**src/rtl/seg7_time_display.sv**
```systemverilog
// Purpose : multiplexed 4-digit common-anode seven-segment driver for the HH:MM / MM:SS time field.
// Latency : anode/seg/dp are registered, one clk behind the internal scan index, snapshot and blink phase.
// Backpress: none; inputs are sampled into a snapshot once per frame and the scan free-runs.
//
// Ports:
//   clk, rst            clock; asynchronous active-high reset (everything dark while rst=1)
//   H1,H2,M1,M2,S1,S2   BCD time digits from the timekeeping counters
//   show_secs           0: HH:MM, 1: MM:SS (captured at frame wrap only)
//   blink_h, blink_m    live field-adjust flags; blank that field on the dark blink phase
//   anode [3:0]         active-low digit enables, bit 3 = leftmost digit
//   seg [6:0]           active-low {g,f,e,d,c,b,a}
//   dp                  active-low colon, lit on digit 2 during the visible blink phase
module seg7_time_display #(
  parameter int REFRESH_DIV = 100000,
  parameter int BLINK_DIV   = 25000000
) (
  input  logic       clk,
  input  logic       rst,
  input  logic [1:0] H1,
  input  logic [3:0] H2,
  input  logic [2:0] M1,
  input  logic [3:0] M2,
  input  logic [2:0] S1,
  input  logic [3:0] S2,
  input  logic       show_secs,
  input  logic       blink_h,
  input  logic       blink_m,
  output logic [3:0] anode,
  output logic [6:0] seg,
  output logic       dp
);

  localparam int CW = $clog2(REFRESH_DIV);
  localparam int BW = $clog2(BLINK_DIV);
  localparam logic [CW-1:0] CNT_LAST  = CW'(REFRESH_DIV - 1);
  localparam logic [BW-1:0] BCNT_LAST = BW'(BLINK_DIV - 1);

  logic [CW-1:0] cnt;
  logic [1:0]    idx;
  logic [BW-1:0] bcnt;
  logic          phase;

  logic [1:0] snap_h1;
  logic [3:0] snap_h2;
  logic [2:0] snap_m1;
  logic [3:0] snap_m2;
  logic [2:0] snap_s1;
  logic [3:0] snap_s2;
  logic       snap_ss;

  logic       refresh_tick;
  logic       frame_wrap;
  logic [3:0] digit;
  logic       blank_fld;
  logic [3:0] anode_nxt;
  logic [6:0] seg_nxt;
  logic       dp_nxt;

  assign refresh_tick = (cnt == CNT_LAST);
  // Last cycle of digit 3: the snapshot reloads together with idx wrapping to 0,
  // so a whole frame is always drawn from one consistent set of digits.
  assign frame_wrap   = refresh_tick && (idx == 2'd3);

  function automatic logic [6:0] decode(input logic [3:0] d);
    logic [6:0] s;
    case (d)
      4'd0:    s = 7'b1000000;
      4'd1:    s = 7'b1111001;
      4'd2:    s = 7'b0100100;
      4'd3:    s = 7'b0110000;
      4'd4:    s = 7'b0011001;
      4'd5:    s = 7'b0010010;
      4'd6:    s = 7'b0000010;
      4'd7:    s = 7'b1111000;
      4'd8:    s = 7'b0000000;
      4'd9:    s = 7'b0010000;
      default: s = 7'b1111111;
    endcase
    return s;
  endfunction

  // Digit scan
  always_ff @(posedge clk or posedge rst) begin
    if (rst) begin
      cnt <= '0;
      idx <= 2'd0;
    end else if (refresh_tick) begin
      cnt <= '0;
      idx <= idx + 2'd1;
    end else begin
      cnt <= cnt + CW'(1);
    end
  end

  // Blink phase; starts visible so a fresh display is not dark for half a period
  always_ff @(posedge clk or posedge rst) begin
    if (rst) begin
      bcnt  <= '0;
      phase <= 1'b1;
    end else if (bcnt == BCNT_LAST) begin
      bcnt  <= '0;
      phase <= ~phase;
    end else begin
      bcnt <= bcnt + BW'(1);
    end
  end

  // Per-frame snapshot
  always_ff @(posedge clk or posedge rst) begin
    if (rst) begin
      snap_h1 <= '0;
      snap_h2 <= '0;
      snap_m1 <= '0;
      snap_m2 <= '0;
      snap_s1 <= '0;
      snap_s2 <= '0;
      snap_ss <= 1'b0;
    end else if (frame_wrap) begin
      snap_h1 <= H1;
      snap_h2 <= H2;
      snap_m1 <= M1;
      snap_m2 <= M2;
      snap_s1 <= S1;
      snap_s2 <= S2;
      snap_ss <= show_secs;
    end
  end

  // Digit selection and field blanking
  always_comb begin
    digit = 4'd0;
    if (snap_ss) begin
      case (idx)
        2'd3:    digit = {1'b0, snap_m1};
        2'd2:    digit = snap_m2;
        2'd1:    digit = {1'b0, snap_s1};
        default: digit = snap_s2;
      endcase
    end else begin
      case (idx)
        2'd3:    digit = {2'b00, snap_h1};
        2'd2:    digit = snap_h2;
        2'd1:    digit = {1'b0, snap_m1};
        default: digit = snap_m2;
      endcase
    end
  end

  // idx[1] selects the left pair (digits 3,2). Blink flags are used live so the
  // adjust feedback reacts without waiting for a frame wrap; the layout they map
  // onto follows the snapshotted show_secs so it matches what is on the glass.
  always_comb begin
    blank_fld = 1'b0;
    if (!phase) begin
      blank_fld = (blink_h && !snap_ss && idx[1]) ||
                  (blink_m && (snap_ss ? idx[1] : !idx[1]));
    end
  end

  always_comb begin
    anode_nxt = ~(4'b0001 << idx);
    seg_nxt   = blank_fld ? 7'b1111111 : decode(digit);
    dp_nxt    = !((idx == 2'd2) && phase);
  end

  // Registered pin drivers
  always_ff @(posedge clk or posedge rst) begin
    if (rst) begin
      anode <= 4'b1111;
      seg   <= 7'b1111111;
      dp    <= 1'b1;
    end else begin
      anode <= anode_nxt;
      seg   <= seg_nxt;
      dp    <= dp_nxt;
    end
  end

endmodule

```
**config.mk**
```make
export PLATFORM = sky130hd
export DESIGN_NAME = seg7_time_display
export DESIGN_NICKNAME = d
export VERILOG_FILES = /design/src/rtl/seg7_time_display.sv
export SDC_FILE = /design/constraint.sdc
export NUM_CORES = 1
export LEC_CHECK = 0
export CORE_UTILIZATION = 45
export DETAILED_ROUTE_END_ITERATION = 8
export DONT_BUFFER_PORTS = 1
export GPL_ROUTABILITY_DRIVEN = 0
export PLACE_DENSITY = 0.59
export SYNTH_ARGS = -nofsm -noshare
export SYNTH_HDL_FRONTEND = slang
export SYNTH_SLANG_ARGS = --single-unit
export TNS_END_PERCENT = 50
```
**constraint.sdc**
```tcl
create_clock -name clk -period 6.6 [get_ports clk]
set_input_delay 0.66 -clock clk [delete_from_list [all_inputs] [get_ports clk]]
set_output_delay 0.66 -clock clk [all_outputs]
set_load 0.05 [all_outputs]
```
==> results of run 1 <==
==> how the worst max path moves through the flow <==
stage	end
floorplan	bcnt[0]$_DFF_PP0_
global placement	snap_m1[2]$_DFFE_PP0P_
detailed placement	snap_h2[2]$_DFFE_PP0P_
CTS	snap_s2[3]$_DFFE_PP0P_
global route	snap_m2[1]$_DFFE_PP0P_
finish	snap_s2[3]$_DFFE_PP0P_
==> per-layer routing <==
| metal | vias to the layer above | track usage, % | part of all wire (%) |
|---|---|---|---|
| li1 | 1175 | - | - |
| met1 | 1132 | 24.0 | 49 |
| met2 | 50 | 26.3 | 45 |
| met3 | 11 | 3.86 | 4.4 |
| met4 | 0 | 8.08 | 1.9 |
| met5 | - | 0 | 0 |
==> Yosys cell counts, types with 5 or more instances <==
cell / instances / area share (%)
and3_1: 5 / 0.81
nand3_1: 16 / 2.1
dfstp_2: 13 / 8.9
inv_1: 18 / 1.8
nand4_1: 6 / 0.98
a21oi_1: 8 / 1.0
a22oi_1: 6 / 1.2
mux2_4: 20 / 7.8
xor2_1: 16 / 3.6
dfrtp_1: 65 / 42
nand2_1: 31 / 3.0
ha_1: 10 / 3.3
o21ai_0: 5 / 0.65
nor2_1: 33 / 3.2
xnor2_1: 19 / 4.3
==> logic make-up after synthesis <==
logic type	count (synthesis)	share of synthesized area [%]
AO/OA/AOI/OAI	34	5.96
buffers and inverters	28	3.35
flip-flops	78	51.2
multiplexers	27	10.1
XOR/XNOR	35	7.98
AND/OR/NAND/NOR	128	18.1
adder cells (fa/ha/maj)	10	3.26
==> worst register-to-register path: cells and delay by family (launching register included) <==
kind,cells,cell delay (ns)
mux,1,0.46
fa+ha+maj,1,0.23
simple gates,4,1.60
flops,1,0.39
==> state kept, by name, indices dropped and copies added, names as in the netlist <==
register,count
bcnt,25
cnt,17
seg,7
anode,4
snap_h2,4
snap_m2,4
snap_s2,4
snap_m1,3
snap_s1,3
idx,2
snap_h1,2
dp,1
phase,1
snap_ss,1
==> where the power goes <==
group	switching [mW]	internal, mW	total [mW]
Sequential	0.0267	0.494	0.521
Clock	0.162	0.157	0.319
Combinational	0.0227	0.0189	0.0416
Total	0.212	0.670	0.882
==> area by class of cell <==
class	instances	area [um2]	area share, %
Multi-Input combinational cell	234	1740	42.6
Tap cell	105	131	3.21
Timing Repair Buffer	1	7.51	0.183
Inverter	18	68.8	1.68
Clock inverter	2	10.0	0.245
Clock buffer	14	163	3.97
Sequential cell	78	1970	48.1
==> per-stage QoR <==
step	cells	hold WS, ns
floorplan	340	0.439
global placement	436	0.461
detailed placement	436	0.463
CTS	452	0.437
global route	452	0.435
finish	452	0.457
==> metrics.txt, run 1 <==
Final Hold Vio Count=0; IO buf count=0; CTS tree=built; Power Dens Cells=215 nW/um2; worst r2r src=cnt[0]$_DFF_PP0_; post-synthesis cell count=340; most frequent cells in the layout=65 x dfrtp_1, 33 x nor2_1, 31 x nand2_1, 20 x mux2_4, 19 x xnor2_1; clock skew=0.0118 ns; mapped cell area=3840 um2; worst setup path class=reg2reg; initial antenna violation count=0; max_slew headroom=about a quarter; largest net degree at the start of global routing=between 70 and 80; Critical path buffers and inverters=0; hold endpoint=snap_s2[0]$_DFFE_PP0P_; worst hold path class=in2reg; total CTS buffers=9; asr flop ratio synth=between 90% and 100%; RSZ-0062 raised after global routing=no; sequential area share after synthesis=51.2%; floorplan row count=33; vias in the first global route=around 2400; initial detailed-routing violation count=75; clock sink total=78; area growth from synthesis to layout=6.55%; first-pass GRT wire length=about 12000 um; Max Cap Viol=0; Mapped Nets=roughly 380; WP depth=6; final design instance area without fill=4090 um2; Via-to-Cell Ratio=5.24; clock root buffer=clkbuf_8; crit path time final=2.79 ns; Max stage delay on crit path=0.67 ns; status=completed; Yosys reg bits=78; Reg2Reg Capture Point=snap_s2[3]$_DFFE_PP0P_; io pins=37; CP max FO=21; Crit. Startpoint=cnt[0]$_DFF_PP0_; placed cell areas=3920 um2; Power, Total=0.882 mW; die extent in x=between 90 and 100 um; GR Overflow Total=0; TritonRoute pass-1 iters=7; Antenna Cells=0; Hold Path Stages=1; core area=8260 um2; Max H-tree Level=3; ANT nets after route=0; Die Footprint=8910 um2; synthesis warning total=0; GRT Total Usage=~17%; worst path cell trace=ha_1, and4_4, nand2_1, nor4_4, nand2_2, mux2_4; hold path startpoint=S2[0]; WP data arrival=3.02 ns; hold_buf cts=0; Max Root-Sink Buffers=2; crit end category=flop; Post-CTS Resized=0; syn avg cell area=11.3 um2; CP max-delay cell=nor4_4; leakage=about 1.9 nW; initial core utilization=46.5%; Final HPWL DP=4650 um; TNS Setup=0 ns; WL/cell=15.1 um; vias=2368; final net count=377; clk slew on worst S/H paths=roughly 0.080 ns; Crit path required time=6.83 ns; fin util=49.6%; worst-margin pin slew=approximately 1.1 ns; Max Freq=0.358 GHz; dominant synthesized flop cell=dfrtp_1; count of final setup violators=0; flop-to-flop setup slack=~3.8 ns; Fillers=747; number of library cell types mapped by synthesis=51; R2R depth=6; most common cell after layout, fill and taps aside=dfrtp_1; Setup WS pre-CTS=3.79 ns; DRT Wirelength=6850 um; Max rail drop VDD=~0.083 mV; final setup margin=3.81 ns; CP delay by family, top=simple AND/OR/NAND/NOR gates; die height=94.4 um; setup bufs post-CTS=0; DRC Markers=0; clk_lat worst skew=between 0.3 and 0.4 ns; max-slew violations=0; number of enable flip-flop cells after synthesis=0; final critical-path share of the clock period=42.3%; share of post-route cells with drive strength above 1=between 10% and 20%; startpoint types=flop
Note: power is estimated with default switching activity, not from simulation.
==> inputs of run 2 (changes only) <==
==> constraint.sdc (replaced) <==
create_clock -name clk -period 2.82 [get_ports clk]
set_input_delay 0.282 -clock clk [delete_from_list [all_inputs] [get_ports clk]]
set_output_delay 0.282 -clock clk [all_outputs]
set_load 0.05 [all_outputs]
==> run 2 against run 1 <==
Net effect: maximum frequency increased by 10%; non-clock buffer count increased by 4; register-to-register slack got worse by 3.5 ns; cell area increased by 2.4%; core utilization increased by 1.2 points; critical endpoint is now seg[5]$_DFF_PP1_; clock power increased to 2.9 times the previous value; critical path depth increased by 3; sequential power increased by 130%; count of clock-buffer cells in the layout decreased by 3.
==> metrics.txt, run 2 (same netlist as run 1, synthesis figures left out) <==
crit path time final=2.53 ns; worst-margin pin slew=~0.74 ns; core area=8260 um2; worst hold path class=in2reg; most common cell after layout, fill and taps aside=dfrtp_1; CP max-delay cell=a31oi_1; Antenna Cells=0; placed cell areas=3960 um2; io pins=37; most frequent cells in the layout=65 x dfrtp_1, 33 x nor2_1, 31 x nand2_1, 20 x mux2_4, 19 x xnor2_1; TritonRoute pass-1 iters=5; CP delay by family, top=compound AO/OA/AOI/OAI gates; Max rail drop VDD=0.255 mV; hold_ws=just under 0.08 ns; CTS tree=built; Top reg by flops=bcnt; WL/cell=approximately 15 um; count of final setup violators=0; Max Cap Viol=0; IO buf count=0; Power Dens Cells=537 nW/um2; CP max FO=11; Max Freq=around 0.40 GHz; GRT Total Usage=between 10% and 20%; Top Registers=bcnt x25, cnt x17, seg x7; fin util=50.8%; largest net degree at the start of global routing=41; clk slew on worst S/H paths=0.08 ns; total CTS buffers=9; TNS Setup=0 ns; max_slew headroom=50.7%; area growth from synthesis to layout=9.12%; startpoint types=flop; Die Footprint=around 9000 um2; final net count=381; floorplan row count=33; share of post-route cells with drive strength above 1=19.4%; Final HPWL DP=4700 um; worst path cell trace=inv_1, ha_1, a22oi_1, a221oi_1, a31oi_1, inv_1, ha_1, or3_1, a21o_1; DRC Markers=0; WP data arrival=2.81 ns; final setup margin=0.290 ns; Power, Total=2.25 mW; clock root buffer=clkbuf_8; Critical path buffers and inverters=2; clk_lat worst skew=approximately 0.34 ns; first-pass GRT wire length=11300 um; Final Hold Vio Count=0; Fillers=755; RSZ-0062 raised after global routing=no; met2 usage=24.9%; die extent in x=94.4 um; status=completed; worst setup path class=reg2reg; initial core utilization=46.5%; initial antenna violation count=0; # placed instances=439; GR Util met3=4.59%; Setup WS pre-CTS=about 0.22 ns; crit end category=flop; Max H-tree Level=3; leakage=1.90 nW; busiest grt layer=met2; max-slew violations=0; vias=2382; die height=94.4 um; Via-to-Cell Ratio=5.22; final design instance area without fill=4190 um2; GR Overflow Total=0; Crit path required time=3.10 ns; max reg flops=25; DRT Wirelength=roughly 6700 um; ANT nets after route=0; final critical-path share of the clock period=roughly 90%; Max Root-Sink Buffers=2; setup bufs post-CTS=0; met1 usage=between 20% and 30%; clock skew=0.00786 ns; vias in the first global route=2328; clock sink total=78; initial detailed-routing violation count=74; Post-Layout Cell Count=456; Max stage delay on crit path=0.47 ns
## run 2: cell types whose count changed in the layout (fill, tap and decap cells not counted)
cell	before	now
clkbuf_8	11	10
buf_12	0	1
dlygate4sd3_1	0	1
ha_1	10	9
clkinv_4	0	1
clkbuf_1	3	1
bufinv_16	0	2
buf_4	1	3
clkinv_2	3	2
ha_2	0	1
inv_6	0	1
## run 2: power breakdown
| part | total (mW) | internal [mW] | switching, mW |
|---|---|---|---|
| combinational | 0.101 | 0.0471 | 0.0535 |
| sequential | 1.22 | 1.16 | 0.0630 |
| clock | 0.932 | 0.526 | 0.406 |
| total | 2.25 | 1.73 | 0.522 |
## run 2: cell type report
class,count,area (um2),area share [%]
repair buffers,5,52.6,1.25
clock buffers,11,141,3.37
flip-flops and latches,78,1970,47.0
inverters,18,68.8,1.64
well taps,105,131,3.13
clock inverters,5,82.6,1.97
multi-input cells,234,1750,41.7
## run 2: repair_timing
action | in CTS | in global routing
hold buffers | 1 | 0
setup endpoints to repair | 0 | 2
gates resized for setup | 0 | 1
hold endpoints to repair | 35 | 0
## run 2: routing by layer
metal | routed length (um) | share of wire, %
met1 | 3370 | 50
met2 | 2970 | 44
met3 | 256 | 3.8
met4 | 86 | 1.3
met5 | 0 | 0
## run 2: worst paths after layout
kind,start,end,slack [ns],cells after the start
setup / recovery,idx[0]$_DFFE_PP0N_,seg[5]$_DFF_PP1_,0.29,9
hold / removal,S2[0],snap_s2[0]$_DFFE_PP0P_,0.08,1
setup reg to reg,idx[0]$_DFFE_PP0N_,seg[5]$_DFF_PP1_,0.29,9
hold reg to reg,bcnt[20]$_DFF_PP0_,bcnt[20]$_DFF_PP0_,0.48,1
max in group asynchronous,rst,seg[0]$_DFF_PP1_,1.65,3
min in group asynchronous,rst,cnt[14]$_DFF_PP0_,0.47,2
